**config.mk**
```make
export PLATFORM = sky130hd
export DESIGN_NAME = cpu_traffic_gen
export DESIGN_NICKNAME = d
export VERILOG_FILES = /design/src/rtl/cpu_traffic_gen.sv
export SDC_FILE = /design/constraint.sdc
export NUM_CORES = 1
export LEC_CHECK = 0
export ABC_AREA = 1
export BUFFER_PORTS_ARGS = -buffer_cell sky130_fd_sc_hd__buf_2
export CAP_MARGIN = 40
export CORE_ASPECT_RATIO = 0.9
export CORE_MARGIN = 2
export CORE_UTILIZATION = 41
export DETAILED_ROUTE_END_ITERATION = 7
export HOLD_SLACK_MARGIN = 0.15
export PLACE_DENSITY = 0.65
export SYNTH_ARGS = -nofsm -noshare
export SYNTH_HDL_FRONTEND = slang
export SYNTH_SLANG_ARGS = --single-unit
```
**constraint.sdc**
```tcl
create_clock -name clock -period 7.1 [get_ports clock]
set_input_delay 0.355 -clock clock [delete_from_list [all_inputs] [get_ports clock]]
set_output_delay 0.355 -clock clock [all_outputs]
set_load 0.03 [all_outputs]
```
**src/rtl/cpu_traffic_gen.sv**
```systemverilog
// cpu_traffic_gen: table-driven request sequencer.
// A small table of read/write requests is loaded while idle, then replayed in
// order on start. Each request is held until hit; read returns are compared
// against the stored expected data. A request that waits too long aborts the run.
//
// Ports
//   clock, reset          rising-edge clock, async active-low reset
//   cfg_we/idx/rw/addr/data  table write port (only honoured in IDLE)
//   cfg_len               number of entries to run, sampled at start
//   start                 begin a sequence
//   hit, rData            current request completed / read return data
//   Address, Write_Data   current request (zero outside RUN)
//   read, write           request strobes
//   busy, finish          running / completed-or-aborted flags
//   mismatch_cnt          saturating read-data mismatch count
//   timeout               sticky: a request exceeded TO_CYC cycles
//
// state | meaning
// IDLE  | table writable, waiting for start
// RUN   | presenting entry[ptr], waiting for hit
// DONE  | all entries completed (or invalid length), waits for start low
// ABORT | a request timed out, waits for start low

module cpu_traffic_gen #(
  parameter int ADDR_W = 8,
  parameter int DATA_W = 32,
  parameter int DEPTH  = 16,
  parameter int TO_CYC = 15
) (
  input  logic                       clock,
  input  logic                       reset,
  input  logic                       cfg_we,
  input  logic [$clog2(DEPTH)-1:0]   cfg_idx,
  input  logic                       cfg_rw,
  input  logic [ADDR_W-1:0]          cfg_addr,
  input  logic [DATA_W-1:0]          cfg_data,
  input  logic [$clog2(DEPTH):0]     cfg_len,
  input  logic                       start,
  input  logic                       hit,
  input  logic [DATA_W-1:0]          rData,
  output logic [ADDR_W-1:0]          Address,
  output logic [DATA_W-1:0]          Write_Data,
  output logic                       read,
  output logic                       write,
  output logic                       busy,
  output logic                       finish,
  output logic [7:0]                 mismatch_cnt,
  output logic                       timeout
);

  localparam int IDX_W  = $clog2(DEPTH);
  localparam int LEN_W  = IDX_W + 1;
  localparam int WAIT_W = $clog2(TO_CYC + 1);

  typedef enum logic [1:0] {IDLE, RUN, DONE, ABORT} state_t;

  state_t              state_q, state_d;
  logic [IDX_W-1:0]    ptr_q, ptr_d;
  logic [LEN_W-1:0]    len_q, len_d;
  logic [WAIT_W-1:0]   wait_q, wait_d;
  logic [7:0]          mm_q, mm_d;
  logic                to_q, to_d;

  // Request table; deliberately not reset so a reset mid-run keeps the program.
  logic                tbl_rw   [DEPTH];
  logic [ADDR_W-1:0]   tbl_addr [DEPTH];
  logic [DATA_W-1:0]   tbl_data [DEPTH];

  logic                len_ok;
  logic                last_entry;
  logic                rd_miss;

  always_ff @(posedge clock) begin
    if (state_q == IDLE && cfg_we) begin
      tbl_rw[cfg_idx]   <= cfg_rw;
      tbl_addr[cfg_idx] <= cfg_addr;
      tbl_data[cfg_idx] <= cfg_data;
    end
  end

  assign len_ok     = (cfg_len != '0) && (cfg_len <= LEN_W'(DEPTH));
  assign last_entry = (LEN_W'(ptr_q) == len_q - LEN_W'(1));
  assign rd_miss    = tbl_rw[ptr_q] && (rData != tbl_data[ptr_q]);

  always_ff @(posedge clock or negedge reset) begin
    if (!reset) begin
      state_q <= IDLE;
      ptr_q   <= '0;
      len_q   <= '0;
      wait_q  <= '0;
      mm_q    <= '0;
      to_q    <= 1'b0;
    end else begin
      state_q <= state_d;
      ptr_q   <= ptr_d;
      len_q   <= len_d;
      wait_q  <= wait_d;
      mm_q    <= mm_d;
      to_q    <= to_d;
    end
  end

  always_comb begin
    state_d = state_q;
    ptr_d   = ptr_q;
    len_d   = len_q;
    wait_d  = wait_q;
    mm_d    = mm_q;
    to_d    = to_q;
    case (state_q)
      IDLE: begin
        if (start) begin
          if (len_ok) begin
            state_d = RUN;
            ptr_d   = '0;
            len_d   = cfg_len;
            wait_d  = '0;
            mm_d    = '0;
            to_d    = 1'b0;
          end else begin
            state_d = DONE;
          end
        end
      end
      RUN: begin
        // A hit always wins over the timeout threshold on the same edge.
        if (hit) begin
          ptr_d  = ptr_q + IDX_W'(1);
          wait_d = '0;
          if (rd_miss && mm_q != 8'hFF) mm_d = mm_q + 8'd1;
          if (last_entry) state_d = DONE;
        end else if (wait_q == WAIT_W'(TO_CYC - 1)) begin
          to_d    = 1'b1;
          state_d = ABORT;
        end else begin
          wait_d = wait_q + WAIT_W'(1);
        end
      end
      DONE, ABORT: begin
        // Leaving only on start low means a held start cannot retrigger.
        if (!start) state_d = IDLE;
      end
      default: state_d = IDLE;
    endcase
  end

  // Write_Data mirrors the entry data field for both kinds of request.
  assign busy         = (state_q == RUN);
  assign finish       = (state_q == DONE) || (state_q == ABORT);
  assign read         = busy &&  tbl_rw[ptr_q];
  assign write        = busy && !tbl_rw[ptr_q];
  assign Address      = busy ? tbl_addr[ptr_q] : '0;
  assign Write_Data   = busy ? tbl_data[ptr_q] : '0;
  assign mismatch_cnt = mm_q;
  assign timeout      = to_q;

endmodule

```
# [After elaboration in Yosys (flattened, before gate mapping)]
# Memory sizes are Yosys's and may differ from the RTL's.
# Cells that the tools add are included.
[totals] regBits=24 latchBits=0 ramBits=656 rom_bits=0 memories=3
[memory_table] memory="tbl_data" words=16 word_bits=32 rd=1 rd_ports_with_merged_regs=0 wr=1 line="67" rtl="logic [DATA_W-1:0] tbl_data [DEPTH];"
[memory_table] memory="tbl_addr" words=16 word_bits=8 rd=1 rd_ports_with_merged_regs=0 wr=1 line="66" rtl="logic [ADDR_W-1:0] tbl_addr [DEPTH];"
[memory_table] memory="tbl_rw" words=16 word_bits=1 rd=1 rd_ports_with_merged_regs=0 wr=1 line="65" rtl="logic tbl_rw [DEPTH];"
[op_classes] addsub=4 n_mul=0 n_div=0 magnitude_cmp=1 eq_ne=17 shift=0 n_mux=28 bitwise=0 reduce_logical=18
[op_table] op="8-bit 2-to-1 mux" n=5
[op_table] op="32-bit 2-to-1 mux" n=1
[op_table] op="32-bit != test" n=1
[op_table] op="4-bit 2-to-1 mux" n=5
[op_table] op="4-bit case mux with 2 select lines" n=2
[op_table] op="8-bit case mux with 2 select lines" n=1
[op_table] op="2-bit 2-to-1 mux" n=6
[op_table] op="4-bit AND reduction" n=3
[op_table] op="2-bit != test (second input constant)" n=5
[op_table] op="5-bit AND reduction" n=2
[op_table] op="4-bit by 1-bit adder with 4-bit output (second input constant)" n=2
[op_table] op="8-bit by 1-bit adder with 8-bit output (second input constant)" n=1
[op_table] op="8-bit != test (second input constant)" n=1
[op_table] op="1-bit logical AND" n=6
[op_table] op="1-bit 2-to-1 mux" n=6
[op_table] op="3-bit by 2-bit != test with 1-bit output (second input constant)" n=2
[op_table] op="2-bit case mux with 3 select lines" n=1
[op_table] op="4-bit by 5-bit == test with 1-bit output" n=1
[op_table] op="5-bit <= comparator (second input constant)" n=1
[op_table] op="5-bit nonzero test" n=1
[op_table] op="5-bit by 1-bit subtractor with 5-bit output (second input constant)" n=1
[op_table] op="2-bit == test (second input constant)" n=2
[op_table] op="4-bit == test (second input constant)" n=1
[op_table] op="2-bit by 1-bit != test with 1-bit output (second input constant)" n=2
[op_table] op="9 further kinds" n=9

# [Depth between registers and ports, before layout]
# An unclocked memory read counts as a cell.
[logic_depth] word_depth=7 mapped_depth=21 ltp_nobuf=20

# [Worst setup path before layout]
# OpenSTA, ideal clock, no wires.
[synth_timing] path_kind="flip-flop to flip-flop" startpoint="register state_q[1]" endpoint="memory tbl_addr[11][0] (enable)" setup_ns=0.541 t_arrival_ns=4.547 required_time_ns=6.559 setup_slack_ns=2.011 path_stages_with_launch=4 path_buffers=0 cell_sequence="dfrtp_1 -> nor2_1 -> nand2_1 -> nor4_1"
[synth_via] elab_chain_cells=4
[synth_rtl] item="start: declaration" line="57" rtl="state_t state_q, state_d;"
[synth_rtl] item="start signal: assignment" line="94" rtl="state_q <= state_d;"
[synth_rtl] item="2-bit zero test" line="74" rtl="if (state_q == IDLE && cfg_we) begin"
[synth_rtl] item="1-bit logical AND" line="74"
[synth_rtl] item="1-bit 2-to-1 mux" line="74"
[synth_rtl] item="1-bit 2-to-1 mux (not written as such)" line="76" rtl="tbl_addr[cfg_idx] <= cfg_addr;"
[synth_rtl] item="end: declaration" line="66"
# Every way passes these cells.

# [Final worst setup path]
[layout_timing] startpoint="register ptr_q[0]" endpoint="output Write_Data[16]"
[layout_via] elab_chain_cells=2
[layout_rtl] item="start: declaration" line="58" rtl="logic [IDX_W-1:0] ptr_q, ptr_d;"
[layout_rtl] item="start signal: assignment" line="95" rtl="ptr_q <= ptr_d;"
[layout_rtl] item="memory 16 x 32 bit"
[layout_rtl] item="32-bit 2-to-1 mux" line="153" rtl="assign Write_Data = busy ? tbl_data[ptr_q] : '0;"
[layout_rtl] item="end: declaration" line="42" rtl="output logic [DATA_W-1:0] Write_Data,"
# Every way passes these cells.

==> impl_metrics.toml <==
[run_status]
outcome = "finished clean"

[yosys]
synth.distinct_cells = 40
synth.mux.area_fraction = 0
synth_seq_cells = 680
synth_area_leaders = "edfxtp_1 68%, nand2_1 7.8%, nand3_1 5.6%, inv_1 3.2%, nor2_1 2.5%"
post_synth_fa_ha_maj_area_fraction = 0.002155
synth-compound-area-share = 0.06324
yosysTopAreaCellShare = 0.6786
yosys.area.top_type = "edfxtp_1"
synth_xor_area_frac = 0.001810
synth_area_um2 = 29030
synth.net_count = 2673
synth_area_per_cell_um2 = 11.25
synth_top_family_by_area = "simple AND/OR/NAND/NOR gates"
ys_warn_count = 0
netlist_instances = 2581
synth_seq_area_share = 0.6993
synth-simple-area-share = 0.1739

[detailed_routing]
top_layer = "met5"
remaining_drc_errors = 0
dr_total_vias = 19880
drt-initial-drc-count = 2102
wire_per_inst_um = 21.12
ant_nets = 0
wirelength_mm = 78.76
firstDrtPassIters = 5
met1_length_mm = 32.86
vias_per_cell = 5.330
wl_met2_mm = 38.51
wl_met3_mm = 5.398

[worst_setup_path]
rr_endpoint = "mismatch_cnt[5]"
cp-start-kind = "register"
critPathSlowestCell = "dfrtp_4"
cp_data_arrival_time_ns = 4.22
cp_cell_sequence = "inv_8 > buf_4 > nor2_1 > nor2_1 > o21ai_0 > nand3_1 > nand3_1 > a21oi_1 > buf_2"
worst_ep_required_time_ns = 6.74
worst_r2r_path_depth = 18
startpoint = "ptr_q[0]"
crit_path_end_kind = "output port"
rr_startpoint = "ptr_q[0]"
critPathKind = "register to output port"
crit_fanout = 147
crit_family = "buffers and inverters"
crit_path_max_incr_delay_ns = 0.78
r2r_slack_ns = 2.85
worst-path-buf-inv = 3
cp.depth = 9
crit_end = "Write_Data[16]"

[timing]
worst-slew-pin-transition_ns = 1.110
clock.fmax_mhz = 218.6
rsz0062_at_grt = "false"
final.setup.tns_ns = 0
clock-skew-final_ns = 0.02017
slew_viol_final = 0
fin_ws_ns = 2.526
min_period_ns = 4.574
fin_crit_sh = 0.6442
hold_ws_ns = 0.2941
hold_viol_final = 0
relSlewSlack = 0.2597
finalSetupViolCount = 0

[grt]
grt_antenna_before_repair = 3
grt_max_degree = 224
first_global_vias = 19040
gr-total-overflow = 0
grt_pass1_wl_mm = 117.6
track_usage = 0.2130

[cells_and_area]
fin_area_um2 = 33380
final_cells = 3730
nets = 2829
final_cell_mix = "656 x edfxtp_1, 606 x nand2_1, 322 x nand3_1, 249 x inv_1, 181 x nor2_1"
n_fill_cell = 6118
post_route_cells_drive_above_1_share = 0.1119
area_delta_synth_final_pct = 15.00
final_common_cell = "edfxtp_1"

[place]
placed_cell_area_um2 = 30760
pre_cts_ws_ns = 2.900
place_congestion = 0.8055
place_inst = 3555
numPortBuffers = 139
hpwl_mm = 40.94

[clocking]
cts-buffers-inserted = 71
cts_sinks = 680
path_clk_slew_ns = 0.06
cts.hold.buffers_added = 49
cts_resized = 0
clockBufferDepth = 3
htreeDepth = 3
post_cts_buffers = 0
cts_tree = "done"
clock_latency_ns = 0.60
root_buffer = "clkbuf_16"

[power_and_ir_drop]
p_leak_nw = 12.69
irDropWorstVdd_mv = 0.3104
power.density_nw_per_um2 = 338.1

[hold_path]
hp-class = "input pin to async pin"

[die]
core_region_area_um2 = 70100
fp-row-count = 92
die_h_um = 256.4
die_w_um = 284.5
die-area_um2 = 72940
num_io_pins = 140
initial_core_util = 0.4141

[flow_run]
maxCapViolCount = 0
==> per-stage QoR <==
step | utilization | power, W
finish | 0.4762 | 0.01129
global route | 0.4762 | 0.01186
CTS | 0.4761 | 0.01134
detailed placement | 0.4387 | 0.007869
global placement | 0.4352 | 0.007773
floorplan | - | 0.007026
==> kinds of logic after synthesis <==
family          after synthesis
compound gates              304
flops                       680
buf+inv                     398
simple gates               1188
xor+xnor                      6
fa+ha+maj                     5
==> worst min-delay path by stage <==
stage,start,endpoint,slack [ns]
after CTS,reset,wait_q[2],0.27
after detailed placement,reset,mismatch_cnt[3],0.38
after floorplan,reset,len_q[0],0.06
after global placement,reset,mismatch_cnt[3],0.37
final,reset,wait_q[0],0.29
after global routing,reset,wait_q[0],0.31
==> layer usage <==
layer  up-vias  GRT usage
met5         -          0
met3       149    0.03470
li1       9220          -
met1      9712     0.2837
met2       799     0.3579
met4         2    0.06608
==> state kept, by name (all words and copies together), names as in the netlist <==
signal,flops
tbl_data,512
tbl_addr,128
tbl_rw,16
mismatch_cnt,8
len_q,5
ptr_q,4
wait_q,4
state_q,2
timeout,1
==> Yosys cell counts <==
cell type,count
edfxtp_1,656
nand2_1,606
nand3_1,322
inv_1,250
nor2_1,196
o21ai_0,132
o211ai_1,73
a21oi_1,54
clkbuf_1,52
buf_2,42
o221ai_1,29
dfrtp_1,24
buf_4,23
or2_1,17
buf_1,12
buf_6,12
or2_2,11
or2_0,10
o22ai_1,9
nand3b_1,7
ha_1,5
nor3_1,5
inv_2,3
nand3_2,3
o21ai_1,3
xnor2_1,3
xor2_1,3
and3_1,2
clkbuf_2,2
nand2_4,2
nand4_1,2
nor3b_1,2
nor4_1,2
a21o_1,1
clkinv_1,1
inv_4,1
nor2_2,1
o21a_1,1
o31ai_1,1
o41ai_1,1
==> worst reg2reg max path, delay by kind of cell, from the launching register on <==
family          cells  cell delay (ns)
compound gates      1             0.16
buf+inv             2             1.48
flops               1             0.78
simple gates       15             1.75
==> area by class of cell <==
class | count | area (µm²) | share of cell area
diodes | 2 | 5.005 | 0.0001499
inverters | 255 | 973.4 | 0.02916
multi-input cells | 1503 | 7118 | 0.2132
repair buffers | 226 | 1667 | 0.04993
well taps | 940 | 1176 | 0.03523
flip-flops and latches | 680 | 20310 | 0.6085
clock inverters | 33 | 236.5 | 0.007084
clock buffers | 91 | 1894 | 0.05675
==> power breakdown <==
part | switching (W) | internal, W | leakage, nW
clock | 0.00150 | 0.00196 | 1.04
sequential | 0.000157 | 0.00451 | 6.22
combinational | 0.00225 | 0.000904 | 5.43
Note: power is estimated with default switching activity, not from simulation.
